## src/rtl/bpm_uart_report.sv

```systemverilog
// bpm_uart_report
//   Turns each BPM sample into one ASCII report line on UART_tx: three
//   zero-padded decimal digits followed by CR LF (or LF only). A depth-1
//   pending buffer catches samples that arrive while a line is in flight.
//   Newer samples overwrite the buffered one and raise a sticky overrun.
//
// Optional feature (compile-time macro BPM_HDR_EN):
//   When defined, every line is prefixed with "BPM=". The decimal
//   conversion then runs in the background while the header goes out.
//
// Parameters
//   EOL_CRLF    1: line ends CR LF, 0: LF only
//   GAP_CYCLES  idle cycles appended after each line (0..255)
//
// Ports
//   clk, rst_n   clock (rising edge) / asynchronous active-low reset
//   bpm_valid    one-cycle strobe qualifying bpm_value
//   bpm_value    sample 0..255
//   clr_overrun  one-cycle strobe clearing overrun (a simultaneous set wins)
//   uart_busy    UART_tx busy
//   uart_start   UART_tx tx_start, one-cycle pulse
//   uart_data    UART_tx data_in, stable from the pulse until busy falls
//   report_busy  high from sample acceptance to the end of line and gap
//   overrun      sticky: a pending sample was overwritten
module bpm_uart_report #(
  parameter bit EOL_CRLF   = 1'b1,
  parameter int GAP_CYCLES = 0
) (
  input  logic       clk,
  input  logic       rst_n,
  input  logic       bpm_valid,
  input  logic [7:0] bpm_value,
  input  logic       clr_overrun,
  input  logic       uart_busy,
  output logic       uart_start,
  output logic [7:0] uart_data,
  output logic       report_busy,
  output logic       overrun
);

`ifdef BPM_HDR_EN
  localparam int HDR_LEN = 4;
`else
  localparam int HDR_LEN = 0;
`endif
  localparam int LINE_LEN = HDR_LEN + 3 + (EOL_CRLF ? 2 : 1);
  localparam int IDX_W    = $clog2(LINE_LEN);
  localparam logic [IDX_W-1:0] LAST_IDX = IDX_W'(LINE_LEN - 1);
  localparam logic [7:0]       GAP_INIT = 8'(GAP_CYCLES - 1);

  typedef enum logic [2:0] {
    S_IDLE, S_CONV, S_START, S_WAIT_HI, S_WAIT_LO, S_GAP
  } state_t;

  state_t           state;
  logic [IDX_W-1:0] idx;
  logic [7:0]       gap_cnt;

  // conversion datapath
  logic [7:0] work;
  logic [1:0] hund;
  logic [3:0] tens;
  logic       conv_act;

  // pending buffer
  logic       pend_full;
  logic [7:0] pend_val;

  logic             load;
  logic [7:0]       load_val;
  logic             conv_leave;
  logic             cur_ready, nxt_ready;
  logic [IDX_W-1:0] idx_nxt;
  logic [7:0]       cur_char, nxt_char;
  logic             ov_set;

  // Character at line position i, given the decimal digits.
  function automatic logic [7:0] line_char(input logic [IDX_W-1:0] i,
                                           input logic [1:0] h,
                                           input logic [3:0] t,
                                           input logic [3:0] o);
    int k;
    k = int'(i);
    line_char = 8'h0A;
`ifdef BPM_HDR_EN
    if      (k == 0) line_char = 8'h42;
    else if (k == 1) line_char = 8'h50;
    else if (k == 2) line_char = 8'h4D;
    else if (k == 3) line_char = 8'h3D;
    else
`endif
    if      (k == HDR_LEN)                 line_char = {6'b001100, h};
    else if (k == HDR_LEN + 1)             line_char = {4'h3, t};
    else if (k == HDR_LEN + 2)             line_char = {4'h3, o};
    else if (EOL_CRLF && k == HDR_LEN + 3) line_char = 8'h0D;
  endfunction

  // Pending sample has priority over a new strobe in IDLE.
  assign load     = (state == S_IDLE) && (pend_full || bpm_valid);
  assign load_val = pend_full ? pend_val : bpm_value;
  assign ov_set   = bpm_valid && (state != S_IDLE) && pend_full;

  assign idx_nxt  = idx + 1'b1;
  assign cur_char = line_char(idx,     hund, tens, work[3:0]);
  assign nxt_char = line_char(idx_nxt, hund, tens, work[3:0]);

`ifdef BPM_HDR_EN
  // Header chars need no digits; digits wait for the background conversion.
  assign conv_leave = 1'b1;
  assign cur_ready  = !conv_act || (idx     < IDX_W'(HDR_LEN));
  assign nxt_ready  = !conv_act || (idx_nxt < IDX_W'(HDR_LEN));
`else
  // The last CONV cycle is the one that finds the remainder below 10.
  assign conv_leave = conv_act && (work < 8'd10);
  assign cur_ready  = 1'b1;
  assign nxt_ready  = 1'b1;
`endif

  // Repeated subtraction: hundreds first, then tens; remainder is ones.
  always_ff @(posedge clk or negedge rst_n) begin
    if (!rst_n) begin
      work     <= '0;
      hund     <= '0;
      tens     <= '0;
      conv_act <= 1'b0;
    end else if (load) begin
      work     <= load_val;
      hund     <= '0;
      tens     <= '0;
      conv_act <= 1'b1;
    end else if (conv_act) begin
      if (work >= 8'd100) begin
        work <= work - 8'd100;
        hund <= hund + 2'd1;
      end else if (work >= 8'd10) begin
        work <= work - 8'd10;
        tens <= tens + 4'd1;
      end else begin
        conv_act <= 1'b0;
      end
    end
  end

  // Pending buffer and sticky overrun. A strobe that coincides with IDLE
  // serving the buffer refills it, so no sample is dropped.
  always_ff @(posedge clk or negedge rst_n) begin
    if (!rst_n) begin
      pend_full <= 1'b0;
      pend_val  <= '0;
      overrun   <= 1'b0;
    end else begin
      if (state != S_IDLE) begin
        if (bpm_valid) begin
          pend_full <= 1'b1;
          pend_val  <= bpm_value;
        end
      end else if (pend_full) begin
        pend_full <= bpm_valid;
        if (bpm_valid) pend_val <= bpm_value;
      end
      if (ov_set)           overrun <= 1'b1;
      else if (clr_overrun) overrun <= 1'b0;
    end
  end

  // Line sequencer. uart_start is raised on entry to START when the UART is
  // idle and the char is ready; otherwise START raises it once both hold.
  always_ff @(posedge clk or negedge rst_n) begin
    if (!rst_n) begin
      state       <= S_IDLE;
      idx         <= '0;
      gap_cnt     <= '0;
      uart_start  <= 1'b0;
      uart_data   <= '0;
      report_busy <= 1'b0;
    end else begin
      uart_start <= 1'b0;
      case (state)
        S_IDLE: begin
          if (load) begin
            state       <= S_CONV;
            idx         <= '0;
            report_busy <= 1'b1;
          end
        end
        S_CONV: begin
          if (conv_leave) begin
            state <= S_START;
            if (!uart_busy && cur_ready) begin
              uart_start <= 1'b1;
              uart_data  <= cur_char;
            end
          end
        end
        S_START: begin
          if (uart_start) begin
            state <= S_WAIT_HI;
          end else if (!uart_busy && cur_ready) begin
            uart_start <= 1'b1;
            uart_data  <= cur_char;
          end
        end
        S_WAIT_HI: begin
          if (uart_busy) state <= S_WAIT_LO;
        end
        S_WAIT_LO: begin
          if (!uart_busy) begin
            if (idx == LAST_IDX) begin
              if (GAP_CYCLES == 0) begin
                state       <= S_IDLE;
                report_busy <= 1'b0;
              end else begin
                state   <= S_GAP;
                gap_cnt <= GAP_INIT;
              end
            end else begin
              idx   <= idx_nxt;
              state <= S_START;
              if (nxt_ready) begin
                uart_start <= 1'b1;
                uart_data  <= nxt_char;
              end
            end
          end
        end
        S_GAP: begin
          if (gap_cnt == 8'd0) begin
            state       <= S_IDLE;
            report_busy <= 1'b0;
          end else begin
            gap_cnt <= gap_cnt - 8'd1;
          end
        end
        default: begin
          state       <= S_IDLE;
          report_busy <= 1'b0;
        end
      endcase
    end
  end

endmodule

```

## config.mk

```make
export PLATFORM = sky130hd
export DESIGN_NAME = bpm_uart_report
export DESIGN_NICKNAME = d
export VERILOG_FILES = /design/src/rtl/bpm_uart_report.sv
export SDC_FILE = /design/constraint.sdc
export NUM_CORES = 1
export LEC_CHECK = 0
export CAP_MARGIN = 40
export CORE_MARGIN = 2
export CORE_UTILIZATION = 53
export DETAILED_ROUTE_END_ITERATION = 6
export HOLD_SLACK_MARGIN = 0.06
export PLACE_DENSITY = 0.75
export SYNTH_ARGS = -nofsm -noshare
export SYNTH_HDL_FRONTEND = slang
export SYNTH_SLANG_ARGS = --single-unit
```

## constraint.sdc

```tcl
create_clock -name clk -period 2.2 [get_ports clk]
set_input_delay 0.33 -clock clk [delete_from_list [all_inputs] [get_ports clk]]
set_output_delay 0.33 -clock clk [all_outputs]
set_load 0.01 [all_outputs]
```

# [Word level (Yosys, flattened, before mapping)]
# Index checks and enable logic that the tools add are counted.
[word_totals] output_inout_bits=11 wordCells=135 ff_bits=49 input_bits=13
[op_classes] eq_ne=23 n_reduce_logical=27 n_bitwise=2 muxes=61 order_cmp=3 n_addsub=6
[ops] operator="8-bit 2-to-1 mux" count=16
[ops] operator="3-bit 2-to-1 mux" count=11
[ops] operator="8-bit one-hot mux with 3 select lines" count=1
[ops] operator="2-bit != test, second input constant" count=11
[ops] operator="3-bit == test, second input constant" count=7
[ops] operator="1-bit 2-to-1 mux" count=18
[ops] operator="6-bit 2-to-1 mux" count=3
[ops] operator="3-bit one-hot mux with 6 select lines" count=1
[ops] operator="4-bit 2-to-1 mux" count=4
[ops] operator="3-bit by 2-bit == test with 1-bit output, second input constant" count=4
[ops] operator="2-bit nonzero test" count=6
[ops] operator="5-bit AND reduction" count=2
[ops] operator="3-bit logical NOT" count=3
[ops] operator="3-bit nonzero test" count=3
[ops] operator="8-bit by 4-bit >= comparator with 1-bit output, second input constant" count=1
[ops] operator="8-bit by 7-bit >= comparator with 1-bit output, second input constant" count=1
[ops] operator="8-bit logical NOT" count=1
[ops] operator="8-bit by 4-bit less-than comparator with 1-bit output, second input constant" count=1
[ops] operator="2-bit 2-to-1 mux" count=4
[ops] operator="8-bit by 1-bit subtractor with 8-bit output, second input constant" count=1
[ops] operator="8-bit by 4-bit subtractor with 8-bit output, second input constant" count=1
[ops] operator="8-bit by 7-bit subtractor with 8-bit output, second input constant" count=1
[ops] operator="3-bit one-hot mux with 2 select lines" count=1
[ops] operator="2-bit AND reduction" count=3
[ops] operator="13 further kinds" count=17

# [Logic depth before layout (Yosys ltp)]
# Gate-level depths: netlist of run 1.
[depth] word_depth=9 ltp_mapped=8 depth_no_buf=7

# [Worst setup path after synthesis of run 1]
# No wires, ideal clock.
[synth_path] path_kind="register -> register" from="register work[2]" to="register uart_data[0]" t_required_ns=2.075 synth_period_minus_slack_ns=2.223 path_stages_with_launch=8 path_buffers=0 t_arrival_ns=2.099 slack_ns=-0.023 path_cell_list="dfrtp_1 inv_1 ha_1 a21o_1 or4_4 o32ai_2 nand3b_2 mux2_2"
[synth_via] elab_chain_cells=4
[synth_lines] item="from (decl)" line_no="60" source="logic [7:0] work;"
[synth_lines] item="from (signal assigned)" line_no="127" source="work <= load_val;"
[synth_lines] item="from (signal assigned)" line_no="133" source="work <= work - 8'd100;"
[synth_lines] item="from (signal assigned)" line_no="136" source="work <= work - 8'd10;"
[synth_lines] item="8-bit by 4-bit less-than comparator with 1-bit output" line_no="114" source="assign conv_leave = conv_act && (work < 8'd10);"
[synth_lines] item="1-bit logical AND" line_no="114"
[synth_lines] item="2-bit != test (no line)"
[synth_lines] item="5-bit AND reduction (no line)"
[synth_lines] item="to (signal assigned)" line_no="191" source="uart_data <= cur_char;"
[synth_lines] item="to (signal assigned)" line_no="200" source="uart_data <= cur_char;"
[synth_lines] item="to (signal assigned)" line_no="221" source="uart_data <= nxt_char;"
[synth_lines] item="to (decl)" line_no="36" source="output logic [7:0] uart_data,"
# Every way passes these cells.
# A chain may end at the register's enable or synchronous reset.

# [Worst setup path after layout of run 1]
[layout_path] from="register work[2]" to="register uart_data[1]"
# Same word-level chain as after synthesis.

==> run summary, run 1 <==
Clock tree skew after final layout: 7.43 ps
Sequential share of power: 29.9%
DRC viols: 0
Inserted Diodes: 0
CTS root buf: clkbuf_8
Final number of setup-violating endpoints: 0
Pin count of the biggest net entering global routing: 47
Dpl cell area: 3370 um2
Async S/R FF share, synth: 100%
Lkg Pwr: 0.00158 uW
Ys flop type: dfrtp_1
Number of optimization iterations in the first detailed-route pass: 5
Die span in y: 78.3 um
First-pass GRT wire length: 11200 um
Synth Area in Simple Gates: 17.9%
Via count of the first global-routing pass: 2470
Unrepaired setup endpoints after global routing: yes
Post-synth EDFFs: 0
Layout area overhead: 21.1%
Standard-cell row count: 27
Aggregate global routing overflow: 0
Internal Power: 2650 uW
Boundary Pins: 24
CTS clock-pin slew for the worst setup and hold paths: 80 ps
TritonCTS clock tree: yes
Overall routing resource usage: 23.0%
Post-CTS Hold Buffers: 0
Detailed Route WL: 6610 um
Kind of start point of the critical path: flop
Routability-driven placement congestion ratio: 0.902
Period utilization: 99.9%
Final Critical Period: 2200 ps
Iteration-0 DRC count of the detailed router: 165
Main combinational cell family by area after synthesis: compound AO/OA/AOI/OAI gates
Area of the die: 6120 um2
Cell type with the largest total area after synthesis: dfrtp_1
Data arrival, critical path: 2380 ps
Hold slack: 97.2 ps
Slowest stage cell on the critical path: or4_4
Top-area cell type share of the netlist area: 39.4%
Area occupied by registers: 1150 um2
Net switching power: 1840 uW
Buffer levels on the longest clock path: 2
Transition at the pin with the smallest max-transition slack: 579 ps
Max-slew headroom at the worst pin: 61.4%
Sinks on Clock Net: 46
Maximum net fanout on the critical path: 6
Vias after detailed routing: 2530
Yosys reg bits: 46
IR Drop Worst-Case VDD: 0.000586 V
Clock power frac: 14.1%
# placed instances: 416
Die boundary width: 78.3 um
CP endpoint kind: flop
Number of max-cap violations: 0
Initial cell density of the core: 54.1%
Cells taking the most area after synthesis: dfrtp_1 (39%), ha_1 (6.0%), mux2_2 (5.4%)
Upper clock frequency limit: 455 MHz
CP required: 2390 ps
H-tree depth reported by CTS: 2
Sequence of cells on the critical path: inv_2, ha_4, a21o_1, or4_4, o32ai_4, nand3b_4, mux2_4
Total half-perimeter wirelength after legalization and detailed placement: 4810 um
Power share of the combinational group: 56.1%
Type of the worst setup path: reg2reg
Critical Path Max Stage Delay: 540 ps
Pwr dens: 1270 nW/um2
Synth Area in Compound Gates: 20.5%
Final net count: 380
Fill cell count: 443
Post-Synthesis Cells: 311
Yosys warnings: 0
Count of endpoints failing hold in the final timing report: 0
Post-synthesis mux area share: 6.76%
Fin util: 65.5%
Synth Area per Inst: 9.40 um2
Clock latency on the worst-skew pair: 300 ps
Netlist Area Pre-Place: 2920 um2
Number of clock buffers inserted by TritonCTS: 5
PortBufs: 21
Per-cell routed wire length: 15.6 um
Ratio of cells with drive above 1 in the final layout: 20.4%
Run status: finished, final reports clean
Slack of the worst reg-to-reg path: 3 ps
Final antenna-violating net count: 0
Core ar.: 5410 um2
Vias per std cell: 5.95
Portion of the post-synthesis area used by sequential elements: 39.4%
Switching power share of the total: 41.0%
Final standard cell count with taps included and fillers excluded: 425
Area of the multi-input gates: 1690 um2
Antenna violations before repair: 0
Number of pins exceeding their max-slew limit in the final report: 0
Adder-cell area share of the yosys netlist: 5.99%
Final design area excluding fillers: 3540 um2
Hold Path Class: in2async
Count of cell types in the netlist: 56
Synthesized-area fraction occupied by xor and xnor cells: 4.20%
Setup tns final: 0 ps
==> per-stage QoR <==
stage / worst slack [ps] / power, uW
floorplan: 13.8 / 2920
global placement: 59.5 / 3690
detailed placement: 7.13 / 3740
CTS: 2.89 / 4460
global route: -90.1 / 4810
finish: 2.61 / 4500
==> cells in the final DEF, fill, tap and decap left out, drive strengths merged, types with 4 or more instances in the layout <==
cell type,count
nor4,5
xor2,7
o31ai,4
a211oi,14
nand2,22
mux2,14
ha,14
clkdlybuf4s50,20
nand3b,5
nor2b,9
nor2,16
buf,32
mux2i,4
a31oi,10
o21ai,19
inv,16
nand3,9
a211o,4
a21oi,13
clkbuf,6
nor3,8
dfrtp,46
xnor2,7
or3,5
==> registers in the layout, summed over array words and instances, names as in the netlist, 2 cells and up <==
register / flops
gap_cnt: 8
idx: 3
work: 8
hund: 2
pend_val: 8
uart_data: 5
tens: 4
state: 3
==> metal layers <==
layer	global-route usage, %	up-vias	part of all wire [%]
met3	3.91	14	5.5
met4	9.47	0	2.2
li1	-	1216	-
met1	28.4	1204	44
met5	0	-	0
met2	39.8	96	48
==> what timing repair did <==
| action | 4_1_cts | 5_1_grt |
|---|---|---|
| buffers inserted | 2 | 0 |
| gates resized for setup | 5 | 5 |
| setup endpoints to repair | 6 | 16 |
==> Yosys cell counts (all sizes together) (4+ instances only) <==
library cell	n
nor2	16
a31oi	10
xnor2	7
dfrtp	46
a211oi	14
buf	9
inv	16
nor3	8
nor4	5
o21ai	19
ha	14
or3	5
nand2	22
nand3b	5
o31ai	4
nand3	9
a21oi	13
xor2	7
mux2i	4
a211o	4
nor2b	9
clkbuf	9
mux2	14
==> path summary, 6_finish.rpt <==
kind                                     end  cells after the start  startpoint
worst max register to register  uart_data[1]                      7     work[2]
worst min register to register    gap_cnt[5]                      1  gap_cnt[5]
worst max-delay path            uart_data[1]                      7     work[2]
min in group clk                  gap_cnt[5]                      1  gap_cnt[5]
worst min-delay path             pend_val[7]                      2       rst_n
max in group asynchronous       uart_data[0]                      2       rst_n
==> worst max-delay path, delay by kind of cell, from the launching register on <==
| kind | cells | cell delay [ps] |
|---|---|---|
| simple gates | 2 | 690 |
| flops | 1 | 420 |
| compound gates | 2 | 410 |
| mux | 1 | 320 |
| fa+ha+maj | 1 | 160 |
| buf+inv | 1 | 80 |
==> power by group through the flow <==
stage | sequential [uW] | clock, uW | combinational (uW)
6_report | 1340 | 633 | 2520
5_1_grt | 1380 | 677 | 2750
4_1_cts | 1340 | 658 | 2460
3_5_place_dp | 1350 | 0 | 2390
3_3_place_gp | 1340 | 0 | 2350
2_1_floorplan | 1310 | 0 | 1610
==> cell families after synthesis <==
family / Yosys count
muxes: 18
buffers and inverters: 34
AOI/OAI and AO/OA: 87
DFF: 46
and+or+nand+nor: 97
adders and majority gates: 14
other: 1
xor gates and xnor gates: 14
==> layout make-up <==
| cell class | instances | share of cell area [%] |
|---|---|---|
| inverter | 16 | 1.70 |
| clock inverter | 1 | 0.848 |
| sequential | 46 | 32.5 |
| tap | 72 | 2.54 |
| clock buffer | 6 | 2.33 |
| multi-input combinational | 232 | 47.7 |
| timing repair buffer | 52 | 12.4 |
(Power assumes the default switching activity.)
==> inputs of run 2 (changes only) <==
--- a/config.mk
+++ b/config.mk
@@ -7,10 +7,10 @@
 export LEC_CHECK = 0
 export CAP_MARGIN = 40
 export CORE_MARGIN = 2
-export CORE_UTILIZATION = 53
+export CORE_UTILIZATION = 57
 export DETAILED_ROUTE_END_ITERATION = 6
 export HOLD_SLACK_MARGIN = 0.06
-export PLACE_DENSITY = 0.75
+export PLACE_DENSITY = 0.76
 export SYNTH_ARGS = -nofsm -noshare
 export SYNTH_HDL_FRONTEND = slang
 export SYNTH_SLANG_ARGS = --single-unit
==> constraint.sdc (replaced) <==
create_clock -name clk -period 2.5 [get_ports clk]
set_input_delay 0.375 -clock clk [delete_from_list [all_inputs] [get_ports clk]]
set_output_delay 0.375 -clock clk [all_outputs]
set_load 0.01 [all_outputs]
==> run summary, run 2 (synthesis gave the netlist of run 1 again) <==
Area of the die: 5720 um2
Total half-perimeter wirelength after legalization and detailed placement: 4720 um
Final net count: 367
Buffer levels on the longest clock path: 2
Hold Path Class: reg2reg
Number of clock buffers inserted by TritonCTS: 5
Standard-cell row count: 26
Most frequent cells in the layout: dfrtp_1 (46), nand2_1 (22), clkdlybuf4s50_1 (20)
Detailed Route WL: 6330 um
Clock latency on the worst-skew pair: 300 ps
Layer with the highest usage: met2
Type of the worst setup path: reg2reg
Number of pins exceeding their max-slew limit in the final report: 0
Clock tree skew after final layout: 3.08 ps
Max-slew headroom at the worst pin: 65.9%
Cell family with the largest share of critical-path delay: simple AND/OR/NAND/NOR gates
Run status: finished, final reports clean
First-pass GRT wire length: 11000 um
Lkg Pwr: 0.00150 uW
Iteration-0 DRC count of the detailed router: 209
CTS clock-pin slew for the worst setup and hold paths: 90 ps
Per-cell routed wire length: 15.4 um
Number of optimization iterations in the first detailed-route pass: 4
Pwr dens: 1080 nW/um2
DRC viols: 0
Leading cell type in the layout, fill and taps excluded: dfrtp_1
Unrepaired setup endpoints after global routing: no
Core ar.: 5040 um2
Critical path buffers and inverters: 1
Vias per std cell: 5.88
Grt met3 use: 5.29%
Clock power frac: 12.7%
Kind of start point of the critical path: flop
Data arrival, critical path: 2550 ps
Global-route track usage on met1: 37.1%
H-tree depth reported by CTS: 2
Number of max-cap violations: 0
Final standard cell count with taps included and fillers excluded: 411
Slowest stage cell on the critical path: or4_4
Final antenna-violating net count: 0
Largest registers in the final layout: gap_cnt (8), pend_val (8), work (8)
Maximum net fanout on the critical path: 6
Fill cell count: 414
Final number of setup-violating endpoints: 0
Transition at the pin with the smallest max-transition slack: 509 ps
CTS root buf: clkbuf_8
Switching power share of the total: 42.6%
Antenna violations before repair: 0
Ratio of cells with drive above 1 in the final layout: 15.0%
Pin count of the biggest net entering global routing: 27
Die boundary width: 75.6 um
Internal Power: 2080 uW
Overall routing resource usage: 25.3%
Final Critical Period: 2350 ps
# placed instances: 402
Initial cell density of the core: 58.0%
Net switching power: 1540 uW
Count of endpoints failing hold in the final timing report: 0
TritonCTS clock tree: yes
Critical Path Max Stage Delay: 540 ps
Routability-driven placement congestion ratio: 0.956
PortBufs: 21
Sequential share of power: 34.7%
Power share of the combinational group: 52.6%
CP required: 2700 ps
Global routing met2 resource utilization: 37.5%
Setup tns final: 0 ps
Count of buffers added by post-CTS timing repair for setup: 0
Via count of the first global-routing pass: 2279
Vias after detailed routing: 2418
CP endpoint kind: flop
Die span in y: 75.6 um
Period utilization: 94.1%
Inserted Diodes: 0
Dpl cell area: 3260 um2
Layout area overhead: 15.2%
Final design area excluding fillers: 3370 um2
Sinks on Clock Net: 46
IR Drop Worst-Case VDD: 0.000696 V
Aggregate global routing overflow: 0
Sequence of cells on the critical path: inv_1, ha_1, a21o_1, or4_4, o32ai_2, nand3b_4, mux2_2
Boundary Pins: 24
Upper clock frequency limit: 425 MHz
[run 2: timing repair]
item                                    CTS  global route
gates resized for setup                   0             1
endpoints found under the setup margin    0             5
hold buffers                              1             0
hold endpoints to repair                 20             0
[run 2: final timing paths]
kind	startpoint	endpoint	slack (ps)	cells past startpoint
worst min-delay path	gap_cnt[5]	gap_cnt[5]	470	1
max in group asynchronous	rst_n	work[3]	1640	3
worst min register to register	gap_cnt[5]	gap_cnt[5]	470	1
worst max register to register	work[2]	uart_data[4]	150	7
min in group asynchronous	rst_n	pend_full	570	3
worst max-delay path	work[2]	uart_data[4]	150	7
[run 2: metal layers]
| metal | part of all wire, % | up-vias |
|---|---|---|
| li1 | - | 1191 |
| met1 | 46 | 1142 |
| met2 | 47 | 70 |
| met3 | 5.0 | 15 |
| met4 | 2.1 | 0 |
| met5 | 0 | - |
[run 2: layout make-up]
type,count,area [um2],share of cell area (%)
multi-input cells,232,1630,48.6
well taps,70,87.6,2.60
clock buffers,5,68.8,2.04
clock inverters,3,21.3,0.632
repair buffers,39,343,10.2
inverters,16,60.1,1.78
flip-flops and latches,46,1150,34.2
[run 2: power groups by stage]
stage	Combinational, uW	Clock [uW]	Sequential (uW)
after floorplan	1390	0	1150
after global placement	1850	0	1250
after detailed placement	1880	0	1260
after CTS	1890	480	1250
after global routing	2140	507	1300
final	1910	461	1260
[run 2: worst register-to-register path, stage by stage (launching register included)]
cell	delay [ps]
dfrtp_1	450
inv_1	80
ha_1	220
a21o_1	210
or4_4	540
o32ai_2	280
nand3b_4	170
mux2_2	300
[run 2: per-stage QoR]
| step | worst slack, ps | hold WS (ps) | power, uW | util [%] |
|---|---|---|---|---|
| 6_report | 146 | 470 | 3620 | 66.7 |
| 3_5_place_dp | 117 | 374 | 3140 | 64.6 |
| 3_3_place_gp | 200 | 371 | 3100 | 64.4 |
| 4_1_cts | 112 | 473 | 3620 | 66.6 |
| 5_1_grt | 14.2 | 495 | 3950 | 66.7 |
| 2_1_floorplan | 277 | 79.4 | 2540 | - |
